File: src/rtl/hamming_dispatch.sv
// Hamming nearest-entry search sequencer.
// Reads each stored entry in turn, hands entry^query to an external popcount
// stage, and keeps the lowest-index minimum distance seen.
package hamming_pkg;
  typedef logic [31:0] feature_t;
  typedef logic [5:0]  feature_count_t;
endpackage

module hamming_dispatch #(
  parameter type cb_data_t  = hamming_pkg::feature_t,
  parameter type cb_count_t = hamming_pkg::feature_count_t,
  parameter int  N_ENTRY    = 16,
  localparam int ADDR_W     = (N_ENTRY > 1) ? $clog2(N_ENTRY) : 1
) (
  input  logic              clk,
  input  logic              rst,
  input  logic              start,
  input  cb_data_t          query_i,
  output logic              busy,
  output logic              mem_re,
  output logic [ADDR_W-1:0] mem_addr,
  input  cb_data_t          mem_rdata,
  output logic              cb_vld,
  output cb_data_t          cb_data,
  input  logic              cb_count_vld,
  input  cb_count_t         cb_count,
  output logic              done,
  output logic [ADDR_W-1:0] best_idx,
  output cb_count_t         best_count
);

  typedef enum logic [2:0] {IDLE, RD, ISS, WAIT, FIN} state_t;

  localparam logic [ADDR_W-1:0] LAST_IDX = ADDR_W'(N_ENTRY - 1);

  state_t            state;
  logic [ADDR_W-1:0] idx;
  cb_data_t          query;

  // Busy is a pure decode of the state register, so it has no input path.
  assign busy = (state != IDLE);

  // Search sequencer; mem_re, cb_vld and done are one-cycle registered pulses.
  always_ff @(posedge clk or negedge rst) begin
    if (!rst) begin
      state      <= IDLE;
      idx        <= '0;
      query      <= '0;
      mem_re     <= 1'b0;
      mem_addr   <= '0;
      cb_vld     <= 1'b0;
      cb_data    <= '0;
      done       <= 1'b0;
      best_idx   <= '0;
      best_count <= '0;
    end else begin
      mem_re <= 1'b0;
      cb_vld <= 1'b0;
      done   <= 1'b0;
      unique case (state)
        IDLE: begin
          if (start) begin
            state      <= RD;
            query      <= query_i;
            idx        <= '0;
            best_idx   <= '0;
            best_count <= '1;
            // Strobe is raised on entry so it is high during the RD cycle.
            mem_re     <= 1'b1;
            mem_addr   <= '0;
          end
        end
        RD: state <= ISS;
        ISS: begin
          cb_data <= mem_rdata ^ query;
          cb_vld  <= 1'b1;
          state   <= WAIT;
        end
        WAIT: begin
          if (cb_count_vld) begin
            // Strict compare keeps the earliest index on ties.
            if (cb_count < best_count) begin
              best_count <= cb_count;
              best_idx   <= idx;
            end
            if (idx == LAST_IDX) begin
              state <= FIN;
              done  <= 1'b1;
            end else begin
              idx      <= idx + 1'b1;
              mem_addr <= idx + 1'b1;
              mem_re   <= 1'b1;
              state    <= RD;
            end
          end
        end
        FIN:     state <= IDLE;
        default: state <= IDLE;
      endcase
    end
  end

endmodule
File: config.mk
export PLATFORM = sky130hd
export DESIGN_NAME = hamming_dispatch
export DESIGN_NICKNAME = d
export VERILOG_FILES = /design/src/rtl/hamming_dispatch.sv
export SDC_FILE = /design/constraint.sdc
export NUM_CORES = 1
export LEC_CHECK = 0
export ABC_AREA = 0
export CAP_MARGIN = 5
export CORE_MARGIN = 2
export CORE_UTILIZATION = 31
export CTS_CLUSTER_SIZE = 30
export DETAILED_ROUTE_END_ITERATION = 12
export GPL_TIMING_DRIVEN = 1
export PLACE_DENSITY_LB_ADDON = 0.25
export SYNTH_ARGS = -nofsm -noshare
export SYNTH_HDL_FRONTEND = slang
export SYNTH_SLANG_ARGS = --single-unit
File: constraint.sdc
create_clock -name clk -period 1.7 [get_ports clk]
set_input_delay 0.255 -clock clk [delete_from_list [all_inputs] [get_ports clk]]
set_output_delay 0.255 -clock clk [all_outputs]
set_load 0.02 [all_outputs]
* Word level (Yosys, flattened, before mapping)
Cells that the tools add are included.
** Storage, ports and cells
- Word-level logic and storage cells :: 50
- Register bits :: 84
- Input port bits :: 74
** Operators by class
- Mux-type cells :: 23
- Reductions and logical operators :: 7
- $lt $le $gt $ge :: 1
- $add $sub $neg :: 1
- Equal/unequal tests :: 8
- Bitwise gates (word level) :: 1
** Operators with widths (count)
- $xor A32 B32 Y32 :: 1
- $mux W4 :: 5
- $mux W6 :: 3
- $pmux W4 S2 :: 2
- $pmux W3 S4 :: 1
- $pmux W6 S2 :: 1
- $mux W3 :: 3
- $ne A2 B2 Y1 const B :: 4
- $reduce_and A4 Y1 :: 2
- $mux W1 :: 7
- $eq A3 B2 Y1 const B :: 2
- $lt A6 B6 Y1 :: 1
- $add A4 B1 Y4 const B :: 1
- $eq A4 B4 Y1 const B :: 1
- $reduce_and A2 Y1 :: 2
- $eq A3 B1 Y1 const B :: 1
- $logic_not A3 Y1 :: 1
- $reduce_bool A3 Y1 :: 1
- $pmux W1 S2 :: 1
- $reduce_bool A2 Y1 :: 1

* Logic depth before layout (Yosys ltp)
Gate-level depths: netlist of the first run.
- Depth after elaboration :: 4
- Gate-level depth with buffers :: 7
- Depth with buffers taken out :: 6

* Least setup slack after synthesis of the first run
OpenSTA, ideal clock, no wires.
- Path kind :: flip-flop to flip-flop
- Start :: reg best_count[5] in the netlist's numbering
- End :: reg best_idx[0]
- Required time :: 1579 ps
- Path slack :: -171 ps
- Arrival :: 1750 ps
- Path buffers :: 1
- Stages on the path, launching flop included :: 8
- Path through :: dfrtp_1 > inv_1 > ha_1 > a21oi_1 > o221ai_1 > a311o_1 > buf_2 > a22o_1
** Between the ends
- Longest elaborated chain between the ends :: 3
** RTL lines
- start, declared :: line 29 : output cb_count_t best_count
- start signal, assigned :: line 83 : best_count <= cb_count;
- $lt A6 B6 Y1 :: line 82 : if (cb_count < best_count) begin
- $ne A2 B2 Y1 (no line)
- $reduce_and A4 Y1 (no line)
- end signal, assigned :: line 84 : best_idx <= idx;
- end, declared :: line 28 : output logic [ADDR_W-1:0] best_idx,
No other way between the ends.
A chain may end at the register's enable or synchronous reset.

* Final worst setup path of the first run
- Start :: reg best_count[3] in the netlist's numbering
- End :: reg best_idx[2]
The elaborated chain is that of the path after synthesis.

==> key figures, run 1 <==
Status
  • Status: finished clean

Route
  • Pre-antenna DRT Iters: 4
  • Drt wl/cell: 14.0 µm
  • Via Count: 2,628
  • WL final: 8.07 mm
  • Drt drc: 0
  • Antenna viol nets, final: 0
  • Initial DRC Count: 73
  • Vias per cell: 4.56

GRT
  • Antenna violations before repair: 0
  • GR Overflow Total: 0
  • Largest net degree at the start of global routing: 46
  • First-pass GRT wire length: roughly 13 mm
  • Number of global-route vias before repair: roughly 2.7k
  • Aggregate global-route resource usage: 13.8%

STA
  • Tmin final: approximately 1700 ps
  • Final worst slack: ~9 ps
  • Max-slew violation count: 0
  • Max Fclk: 0.591 GHz
  • Setup violators final: 0
  • Crit share post-route: 99.5%
  • Slew headroom: between 70% and 80%
  • Setup TNS: 0 ps
  • Clock Skew: 5.32 ps
  • Fin. Hold Viols: 0
  • Unrepaired setup endpoints after global routing: true
  • Worst slew pin tran: 330 ps

Placement
  • DP HPWL: 5.80 mm
  • Setup slack at placement: -452 ps
  • Cell Area, Placed: 0.00512 mm²
  • Placer Congestion: around 0.75
  • IO buf count: 123
  • DP Cell Count: 556

Synthesis
  • Post-Synthesis Net Count: around 370
  • Most frequent cell after synthesis: dfrtp_1
  • Post-synthesis cell count: roughly 290
  • Most instantiated cells after synthesis: dfrtp_1, nor2_1, a21oi_1
  • Syn avg cell area: 12.2 µm²
  • Top cell type by total area after synthesis: dfrtp_1
  • Post-synth top area share: 59.6%
  • Async SR Flop Fraction: 100%
  • Post-Syn Area: 0.00353 mm²
  • Count of cell types in the netlist: 28
  • Synth Register Bits: 84
  • Ranking of synthesized cells by area: dfrtp_1, mux2_2, xnor2_1
  • Register area share after synthesis: between 50% and 60%
  • EDFF count, synth: 0
  • Yosys Warn Count: 0
  • Top_reg_cell synth: dfrtp_1

Final layout
  • Proportion of layout cells with a drive suffix above 1: a little over a fifth
  • Fin area: 0.00548 mm²
  • Final Non-Filler Cells: 576
  • Diode count: 0
  • Area Overhead vs Synth: 55.5%
  • Fin nets: 511

Critical path
  • Critical path arrival: between 1500 and 2000 ps
  • Kind of critical path: flip-flop to flip-flop
  • R2R setup slack: 9 ps
  • Worst reg2reg startpoint: best_count[3]
  • Reg2reg path depth: 6
  • CP Capture Type: flip-flop
  • Largest fanout on the critical path: 10
  • Reg2reg end: best_idx[2]
  • CP Data Required Time: 1930 ps
  • Critical Path Start Type: flip-flop

CTS
  • CTS clk-pin slew, worst paths: 60 ps
  • CTS Buf Count: 9
  • H-Tree Depth: 3
  • CTS tree: done
  • Clock latency on the worst-skew pair: between 300 and 400 ps
  • Root Buffer Master: clkbuf_16
  • Clock sink total: 84
  • Clock Tree Buf Depth: 2

Die
  • Initial Util: 32.1%
  • Die Span X: 111 µm
  • I/O pin cnt: ~120
  • Area of the core: around 0.011 mm²
  • Die H: 111 µm
  • Rows: 38
  • Die ar.: 0.0122 mm²

Run
  • Max-Cap Viols: 0

Pwr
  • Pleak: 2.27 nW
  • VDD IR max: 0.00106 V
  • PwrDens: about 1800 mW/mm²

Hold path
  • Worst Hold Class: input port to asynchronous set/reset pin
[cell families after synthesis]
group / synth area share (%)
AO/OA/AOI/OAI: 9.40
XOR/XNOR: 8.45
adder cells (fa/ha/maj): 2.13
buffers and inverters: 2.66
flip-flops: 59.6
multiplexers: 10.2
AND/OR/NAND/NOR: 7.52
[per-layer routing]
metal	part of all wire (%)	track usage, %	up-vias	wire (µm)
met5	0	0	-	0
met4	1.8	5.58	0	144
met3	9.8	7.76	14	789
met2	48	21.9	81	3890
met1	40	15.3	1262	3250
li1	-	-	1271	-
[critical path, stage by stage (launching register included)]
cell and delay [ps]:
dfrtp_2 410, inv_2 70, ha_4 200, a21oi_2 140, o221ai_2 110, a311o_2 430, a22o_1 220
[cell type report]
| cell class | count | area [µm²] |
|---|---|---|
| clock buffer | 12 | 267 |
| clock inverter | 4 | 55.1 |
| fill | 984 | 5500 |
| inverter | 7 | 26.3 |
| multi-input combinational | 183 | 1400 |
| sequential | 84 | 2110 |
| tap | 140 | 175 |
| timing repair buffer | 146 | 1450 |
[state kept, by name, summed over array words and instances, names as in the netlist, 3 cells and up]
signal,cells
state,3
cb_data,32
query,32
best_idx,4
best_count,6
idx,4
[timing repair]
| action | in CTS | in global routing |
|---|---|---|
| resized for setup | 12 | 2 |
| hold endpoints to repair | 21 | 0 |
| pin swaps | 2 | 3 |
| hold buffers | 1 | 0 |
| setup endpoints to repair | 14 | 34 |
| cloned | 0 | 0 |
| buffers inserted | 1 | 2 |
[power breakdown]
part | leakage, nW | internal, W | switching (W) | total [W]
Clock | 0.155 | 0.00127 | 0.000800 | 0.00207
Combinational | 1.14 | 0.00228 | 0.00196 | 0.00423
Sequential | 0.973 | 0.00294 | 0.000583 | 0.00352
Total | 2.27 | 0.00648 | 0.00334 | 0.00982
[placed cells by master (no fill, tap or decap), types with 3 or more instances in the layout]
cell,n
inv_1,4
a21oi_1,32
a2bb2oi_1,7
a22o_1,4
ha_1,3
dfrtp_2,5
nand2_1,5
nor2_1,40
inv_2,3
buf_4,18
clkbuf_8,3
dfrtp_1,79
clkdlybuf4s50_1,117
mux2_2,32
ha_4,3
buf_12,4
dlygate4sd2_1,3
xnor2_1,32
clkbuf_16,9
[metrics by stage]
step | util, % | total power [W] | hold WS, ps
floorplan | - | 0.00597 | -40.6
global placement | 46.6 | 0.00771 | 182
detailed placement | 46.6 | 0.00782 | 186
CTS | 49.8 | 0.00998 | 352
global route | 49.9 | 0.0105 | 363
finish | 49.9 | 0.00982 | 357
[how the worst max path moves through the flow]
stage / startpoint / to / slack, ps / depth (start not counted)
floorplan: best_count[1] / best_idx[0] / -10 / 7
global placement: cb_count[1] / best_idx[1] / -400 / 6
detailed placement: cb_count[1] / best_idx[2] / -450 / 6
CTS: best_count[3] / best_idx[2] / -6 / 6
global route: best_count[3] / best_idx[2] / -90 / 6
finish: best_count[3] / best_idx[2] / 9 / 6
Note: power is estimated with default switching activity, not from simulation.
==> inputs of run 2 (changes only) <==
- clock period: 1.7 -> 1.5 ns (I/O delays scaled with it)
==> run 2 against run 1 <==
Effect of this change: critical path type unchanged; final cell count is 4.7% higher; global-route usage grew 0.97 points; sequential share of layout area shrank 3.2 points; die area unchanged; largest cell class unchanged; critical endpoint is now best_idx[3]; the flow now finishes with violations (negative setup slack); total power grew 23%; worst setup slack got worse by 170 ps; utilization up 4.5 points; register-to-register slack got worse by 170 ps; sequential cell count unchanged.
==> key figures, run 2 (synthesis gave the netlist of run 1 again) <==
Status
  • Status: complete, but fails checks
  • Failing checks: negative setup slack

Critical path
  • Buffers and inverters on the worst path: 1
  • R2R setup slack: -160 ps
  • Kind of critical path: flip-flop to flip-flop
  • Crit-path slowest cell: dfrtp_2
  • CP Capture Type: flip-flop
  • Reg2reg end: best_idx[3]
  • Critical Path Start Type: flip-flop
  • CP delay by family, top: compound AO/OA/AOI/OAI gates
  • Critical path arrival: 1870 ps
  • Worst Setup SP: best_count[1]
  • CP Data Required Time: between 1500 and 2000 ps
  • Crit path to: best_idx[3]
  • Largest fanout on the critical path: 5
  • Critical path cell sequence: inv_2, ha_4, a21oi_2, o221ai_2, a311o_2, a22o_1
  • Worst reg2reg startpoint: best_count[1]
  • Reg2reg path depth: 6
  • Cell depth of the worst setup path: 6
  • Max stage delay on crit path: 400 ps

Die
  • Area of the core: roughly 0.011 mm²
  • Rows: 38
  • Die Span X: 111 µm
  • Die ar.: 0.0122 mm²
  • Initial Util: 32.1%
  • I/O pin cnt: 124
  • Die H: 111 µm

STA
  • Final worst slack: -158 ps
  • Setup TNS: -3440 ps
  • Worst slew pin tran: between 400 and 500 ps
  • Slew headroom: 70.3%
  • Crit share post-route: 111%
  • Unrepaired setup endpoints after global routing: true
  • Max Fclk: 0.603 GHz
  • Setup violators final: 40
  • Tmin final: ~1700 ps
  • Max-slew violation count: 0
  • Fin. Hold Viols: 0
  • Clock Skew: roughly 7.6 ps

Pwr
  • VDD IR max: 0.000869 V
  • Clock network power share: 20.2%
  • Pleak: 2.55 nW
  • PwrDens: a little over 2000 mW/mm²
  • Sequential power share: about 34%
  • Int Power: approximately 0.008 W
  • Combinational Power Share: 46.1%
  • Net Switching: 0.00421 W
  • Switching Share: 34.9%

Placement
  • DP Cell Count: around 570
  • IO buf count: 123
  • DP HPWL: 5.95 mm
  • Placer Congestion: 0.708

Run
  • Max-Cap Viols: 0

Route
  • Pre-antenna DRT Iters: 4
  • Drt drc: 0
  • WL final: 9.14 mm
  • Via Count: 2,768
  • Vias per cell: 4.59
  • Initial DRC Count: 57
  • Drt wl/cell: 15.2 µm
  • Antenna viol nets, final: 0

Final layout
  • Most frequent cells in the layout: dfrtp_1, clkdlybuf4s50_1, dlygate4sd2_1
  • Final Non-Filler Cells: 603
  • Diode count: 0
  • Commonest non-fill, non-tap cell in the layout: dfrtp_1
  • Proportion of layout cells with a drive suffix above 1: around 33%
  • Area Overhead vs Synth: 69.6%
  • Top Registers: cb_data: 32 flops, query: 32 flops, best_count: 6 flops
  • Fin nets: 538

CTS
  • CTS clk-pin slew, worst paths: about 60 ps
  • H-Tree Depth: 3
  • Clock sink total: 84
  • Clock latency on the worst-skew pair: 330 ps
  • Root Buffer Master: clkbuf_16
  • CTS Buf Count: 9
  • Clock Tree Buf Depth: 2
  • CTS tree: done

GRT
  • Antenna violations before repair: 0
  • Aggregate global-route resource usage: 14.8%
  • Number of global-route vias before repair: 2,897
  • GR Overflow Total: 0
  • First-pass GRT wire length: 14.6 mm
  • Largest net degree at the start of global routing: between 80 and 90

Hold path
  • Worst Hold Class: input port to flip-flop
[run 2: cell count changes in the layout (fill, tap and decap cells not counted), sizes merged]
cell and delta:
inv -1, buf +24, dlygate4sd2 +45, bufinv +1, a311o +1, clkdlybuf4s50 -46, clkbuf +2, clkinvlp +1
[run 2: metal layers]
layer  part of all wire [%]  global-route usage, %  wire, µm
met2                     48                   24.2      4430
met3                    5.6                   4.10       512
met4                    1.1                   4.50       103
met1                     45                   19.1      4090
met5                      0                      0         0
[run 2: through the flow]
step / worst slack, ps / power (W) / hold WS [ps] / cell area [µm²] / util (%)
2_1_floorplan: -210 / 0.00678 / -70.6 / 3600 / -
3_3_place_gp: -566 / 0.00891 / 299 / 5200 / 47.3
3_5_place_dp: -621 / 0.00906 / 297 / 5200 / 47.3
4_1_cts: -166 / 0.0115 / 481 / 5700 / 51.9
5_1_grt: -228 / 0.0128 / 282 / 5980 / 54.5
6_report: -158 / 0.0121 / 279 / 5980 / 54.5
[run 2: worst min-delay path by stage]
stage,end,cells after the start,from
after CTS,query[29],3,rst
after global placement,query[30],2,rst
after floorplan,best_count[0],0,rst
final,best_count[1],2,cb_count[1]
after global routing,best_count[1],2,cb_count[1]
after detailed placement,query[29],2,rst
[run 2: area by class of cell]
class	instances	area, µm²
timing repair buffer	172	1690
inverter	7	26.3
clock inverter	5	83.8
multi-input combinational	184	1640
clock buffer	11	253
sequential	84	2110
tap	140	175
fill	998	5000
[run 2: power groups by stage]
stage                     clock network, W  registers (W)  logic [W]
after detailed placement                 0        0.00406    0.00500
after global placement                   0        0.00403    0.00488
after floorplan                          0        0.00465    0.00213
final                              0.00244        0.00406    0.00557
after global routing               0.00261        0.00422    0.00601
after CTS                          0.00250        0.00403    0.00498
[run 2: timing repair]
item / CTS / global route
buffers inserted: 8 / 9
pin swaps: 9 / 4
setup endpoints to repair: 96 / 70
cloned: 2 / 3
resized for setup: 93 / 58
endpoints found under the hold margin: 84 / 0
hold buffers: 1 / 0
==> RTL change 1 (config.mk and constraints of run 2) <==
The parameter `N_ENTRY` goes from 16 to 8.
--- a/src/rtl/hamming_dispatch.sv
+++ b/src/rtl/hamming_dispatch.sv
@@ -9,7 +9,7 @@
 module hamming_dispatch #(
   parameter type cb_data_t  = hamming_pkg::feature_t,
   parameter type cb_count_t = hamming_pkg::feature_count_t,
-  parameter int  N_ENTRY    = 16,
+  parameter int  N_ENTRY    = 8,
   localparam int ADDR_W     = (N_ENTRY > 1) ? $clog2(N_ENTRY) : 1
 ) (
   input  logic              clk,
Ports: changed (resized best_idx and mem_addr); port bits go from 124 to 122. No check against the original RTL was run, so the function may have changed too.
==> RTL change 1 against run 2 <==
Synthesized cell count is 2.1% lower. Design area is 3.7% higher. Worst hold slack better by 0.14 ns. Die area is 3.5% higher. Wire length is 7.0% higher. Global-route usage is 0.69 points lower. Utilization is 0.37 points lower. Critical path type unchanged. Synthesized area is 3.6% higher. Largest cell class unchanged. Clock skew is 0.00089 ns lower. The run still ends with negative setup slack left. Sequential cell count is 2 lower. Clock power is 4% higher. Worst setup slack better by 0.019 ns. Total power is 10% higher.
==> RTL change 1: results (changes against run 2) <==
- Status: complete, but fails checks
- Failing checks: negative setup slack
- First-pass GRT wire length: 13.81 mm (-5.5%)
- Kind of path behind the tightest hold check: in2async
- Placed standard-cell area: 5224 um^2 (+0.48%)
- Initial antenna violation count: 1 (+1)
- Gpl congestion: 0.7028 (-0.68%)
- Total track usage: 14.07% (-0.69 points)
- Static leakage: 2.558 nW (+0.19%)
- Worst IR Drop VDD: 0.001250 V (+44%)
- DP HPWL: 5.951 mm (about the same)
- Synth area leaders: dfrtp_1 56%, mux2_4 13%, xnor2_1 7.7%, a21oi_1 4.9%, nor2_1 4.0%
- Net count, final: 526 (-2.2%)
- 1st-pass router iterations: 4 (unchanged)
- Largest net degree at the start of global routing: 52 (-39%)
- H-tree Lvls: 3 (unchanged)
- Max Fanout on Critical Path: 13 (+8)
- Synth async-reset ratio: 100.0% (unchanged)
- Final wirelength: 9.782 mm (+7.0%)
- Layout cells sized above 1: 41.78% (+8.7 points)
- Worst-path clk slew: 0.06 ns (about the same)
- Final setup margin: -0.1394 ns (+0.01907 ns)
- TritonCTS Buffers: 9 (unchanged)
- Clock root cell: clkbuf_16
- Via count: 2679 (-3.2%)
- 1st-iter DRT viols: 82 (+44%)
- Arr. time, crit path: 1.86 ns
- Clock Latency Late Sink: 0.34 ns
- Vias in the first global route: 2834 (-2.2%)
- Register area share after synthesis: 56.16% (-3.5 points)
- Mapped Nets: 363 (-1.4%)
- Internal: 8.478 mW (+7.8%)
- Setup Skew: 0.006715 ns (-0.0008940 ns)
- Slew @ Worst Pin: 0.4103 ns (-0.03523 ns)
- Top flop regs: cb_data x32, query x32, best_count x6
- Final setup vio count: 75 (+88%)
- Commonest cells in the netlist: 82 x dfrtp_1, 39 x nor2_1, 36 x a21oi_1, 32 x xnor2_1, 31 x mux2_4
- Library cells used by synthesis: 31 (+11%)
- Setup WS pre-CTS: -0.6510 ns (-0.03042 ns)
- Primary FF master, synth: dfrtp_1
- R2R Path End: query[30]$_DFFE_PN0P_
- Worst Reg-to-Reg Cells: 4 (-2)
- Yosys warning count: 0 (unchanged)
- Worst r2r src: state[1]$_DFFE_PN0P_
- Clock Tree Buf Depth: 2 (unchanged)
- Port bufs: 121 (-1.6%)
RTL change 1: cell types whose count changed in the layout (fill, tap and decap cells not counted), sizes merged, moves of 3 or more:
cell,change
buf,-10
inv,+6
o22ai,+3
o22a,+6
a2bb2oi,-7
RTL change 1: metrics by stage:
step                TNS, ns  std cells  power [mW]  hold slack (ns)
global placement     -10.10        558       9.281           0.2345
finish               -6.328        594       13.32           0.4179
CTS                  -7.099        576       11.79           0.4465
floorplan            -5.903        282       7.166         -0.07059
global route         -11.15        593       14.11           0.4513
detailed placement   -11.88        558       9.439           0.2400
RTL change 1: final cells by class:
type                    count  area (um^2)
flip-flops and latches     82         2061
clock buffers               9        225.2
clock inverters             7        117.6
inverters                  13        48.80
diodes                      1        2.502
multi-input cells         175         1871
well taps                 143        178.9
repair buffers            164         1698
fillers                   987         5265
RTL change 1: worst max-delay path: stages, from the launching register on:
cell,delay (ns)
dfrtp_2,0.42
or3_4,0.41
nor2_8,0.18
buf_12,0.19
mux2_4,0.31
RTL change 1: timing repair:
item	CTS	global route
endpoints found under the setup margin	124	77
hold buffers	1	0
hold endpoints to repair	82	0
buffers inserted	2	8
cloned	0	10
gates resized for setup	66	104
pin swaps	13	5
RTL change 1: layer usage:
metal	share of wire [%]	wire length (um)	track usage, %
met5	0	0	0
met4	1.8	180	6.992
met3	5.2	510	4.644
met2	51	4996	22.99
met1	42	4095	16.61
RTL change 1: how the worst max path moves through the flow:
stage                                         start                         to  slack (ns)
after floorplan                state[2]$_DFFE_PN0P_      query[10]$_DFFE_PN0P_       -0.15
after global placement                  cb_count[5]    best_idx[0]$_DFFE_PN0P_       -0.60
after detailed placement                cb_count[5]  best_count[5]$_DFFE_PN0P_       -0.65
after CTS                      state[2]$_DFFE_PN0P_      query[11]$_DFFE_PN0P_       -0.17
after global routing      best_count[5]$_DFFE_PN0P_  best_count[2]$_DFFE_PN0P_       -0.20
final                          state[1]$_DFFE_PN0P_      query[30]$_DFFE_PN0P_       -0.14
RTL change 1: power by group through the flow:
stage | registers, mW | clock network, mW | logic [mW]
floorplan | 4.61 | 0 | 2.56
global placement | 3.92 | 0 | 5.36
detailed placement | 3.96 | 0 | 5.48
CTS | 3.92 | 2.62 | 5.24
global route | 4.24 | 2.72 | 7.14
finish | 4.11 | 2.54 | 6.67
RTL change 1: kinds of logic after synthesis:
group	after synthesis	synth area share (%)
XOR/XNOR	32	7.671
adder cells (fa/ha/maj)	7	2.397
multiplexers	33	13.36
buffers and inverters	25	4.657
flip-flops	82	56.16
AO/OA/AOI/OAI	50	8.733
AND/OR/NAND/NOR	53	7.021
==> RTL change 2 (config.mk and constraints of run 2) <==
Without the edit above. Make the reset (`rst`) synchronous in one clocked block.
--- a/src/rtl/hamming_dispatch.sv
+++ b/src/rtl/hamming_dispatch.sv
@@ -41,7 +41,7 @@
   assign busy = (state != IDLE);
 
   // Search sequencer; mem_re, cb_vld and done are one-cycle registered pulses.
-  always_ff @(posedge clk or negedge rst) begin
+  always_ff @(posedge clk) begin
     if (!rst) begin
       state      <= IDLE;
       idx        <= '0;
Check against the original RTL: differs if rst is asserted again (counterexample within 4 cycles, from zero or initial values and one cycle with rst low); with rst held inactive, the same outputs for 10 cycles.
==> RTL change 2 against run 2 <==
Synthesized area up 2.4%. Fmax is 2.5% higher. First-iteration DRC count grew to 2.6 times the old value. Worst hold slack better by 0.15 ns. Wire length is 0.58% lower. Design area fell by 10%. Global-route usage shrank 0.35 points. Critical path depth grew 1. The flow still finishes with violations (negative setup slack). Largest cell class is now multi-input combinational cells. Sequential cell count did not move. Final cell count up 10%. Sequential share of layout area is 3.8 points lower. Worst setup slack improved by 0.040 ns.
Power is not compared: it rests on default switching activity, and its combinational part moved more than twofold at a synthesized area within 25%.
==> RTL change 2: results (changes against run 2) <==
- Status: complete, but fails checks
- Failing checks: negative setup slack
- Max Fanout on Critical Path: 7 (+2)
- Vias in the first global route: 2960 (+2.2%)
- DP HPWL: 6.096 mm (+2.5%)
- Register area share after synthesis: 46.59% (-13 points)
- Library cells used by synthesis: 34 (+21%)
- Routed wire length per instance: 13.66 um (-9.8%)
- Synth area leaders: dfxtp_1 47%, nand2_1 10%, o211a_1 8.9%, xnor2_1 7.8%, a21boi_0 5.0%
- Slew Limit Headroom: 76.08% (+5.8 points)
- First-pass GRT wire length: 14.68 mm (+0.47%)
- Setup TNS: -1.031 ns (+2.414 ns)
- Vias per Instance: 4.627 (+0.80%)
- Layout cells sized above 1: 9.770% (-23 points)
- Crit path launch: best_count[2]$_SDFFE_PN0P_
- Final setup margin: -0.1180 ns (+0.04050 ns)
- Placed standard-cell area: 5091 um^2 (-2.1%)
- Synth async-reset ratio: 0% (-100 points)
- Final setup vio count: 10 (-75%)
- Net count, final: 597 (+11%)
- Commonest cells in the netlist: 99 x nand2_1, 84 x dfxtp_1, 32 x o211a_1, 32 x xnor2_1, 24 x a21boi_0
- Setup Skew: 0.006987 ns (-0.0006224 ns)
- Total track usage: 14.41% (-0.35 points)
- Crit path largest cell delay: 0.35 ns (-0.05 ns)
- Hold Path Origin: rst
- Setup WS pre-CTS: -0.5460 ns (+0.07458 ns)
- Mapped Nets: 470 (+28%)
- Largest net degree at the start of global routing: 92 (+8.2%)
- 1st-iter DRT viols: 148 (+160%)
-- RTL change 2: path summary, 6_finish.rpt --
check,endpoint,slack (ns),cells past startpoint
max,best_idx[3]$_SDFFE_PN0P_,-0.12,7
min reg2reg,query[17]$_SDFFE_PN0P_,0.47,2
max reg2reg,best_idx[3]$_SDFFE_PN0P_,-0.12,7
min,cb_data[12]$_SDFFE_PN0P_,0.43,3
-- RTL change 2: power by group through the flow --
stage / registers, mW / clock network [mW] / logic [mW]
2_1_floorplan: 2.70 / 0 / 0.539
3_3_place_gp: 2.56 / 0 / 1.29
3_5_place_dp: 2.56 / 0 / 1.30
4_1_cts: 2.51 / 2.08 / 1.24
5_1_grt: 2.53 / 2.17 / 1.34
6_report: 2.51 / 2.00 / 1.23
-- RTL change 2: cell families (layout without fill, tap and decap cells) --
| group | after synthesis | after routing | share of synthesized area, % |
|---|---|---|---|
| AND/OR/NAND/NOR | 133 | 133 | 16.05 |
| flip-flops | 84 | 84 | 46.59 |
| AO/OA/AOI/OAI | 89 | 89 | 19.62 |
| multiplexers | 11 | 11 | 3.050 |
| adder cells (fa/ha/maj) | 6 | 6 | 2.080 |
| buffers and inverters | 35 | 167 | 4.852 |
| XOR/XNOR | 32 | 32 | 7.764 |
-- RTL change 2: final cells by class --
| cell class | count | area (um^2) |
|---|---|---|
| inverters | 7 | 26.28 |
| well taps | 143 | 178.9 |
| repair buffers | 144 | 1429 |
| clock inverters | 4 | 25.02 |
| multi-input cells | 271 | 1777 |
| clock buffers | 12 | 246.5 |
| fillers | 1132 | 5996 |
| flip-flops and latches | 84 | 1692 |
-- RTL change 2: metrics by stage --
stage          total power, mW  hold WS (ns)  cells
2_1_floorplan            3.234        0.3598    390
3_3_place_gp             3.845        0.4544    648
3_5_place_dp             3.861        0.4607    648
4_1_cts                  5.833        0.4243    664
5_1_grt                  6.050        0.4414    665
6_report                 5.744        0.4292    665
-- RTL change 2: worst reg2reg max path, stage by stage, from the launching register on --
cell	delay (ns)
dfxtp_4	0.35
inv_2	0.04
ha_4	0.20
a211o_1	0.24
a31oi_1	0.15
o221a_2	0.25
buf_12	0.13
mux2i_1	0.18
-- RTL change 2: layer usage --
metal,vias to the layer above,track usage (%),routed length [um]
met2,82,23.43,4113
li1,1569,-,-
met4,0,5.926,151
met5,-,0,0
met1,1415,18.65,4365
met3,11,3.048,455
-- RTL change 2: what timing repair did --
| action | CTS | global route |
|---|---|---|
| pin swaps | 3 | 6 |
| buffers inserted | 0 | 1 |
| resized for setup | 42 | 21 |
| endpoints found under the setup margin | 47 | 50 |
| cloned | 0 | 0 |
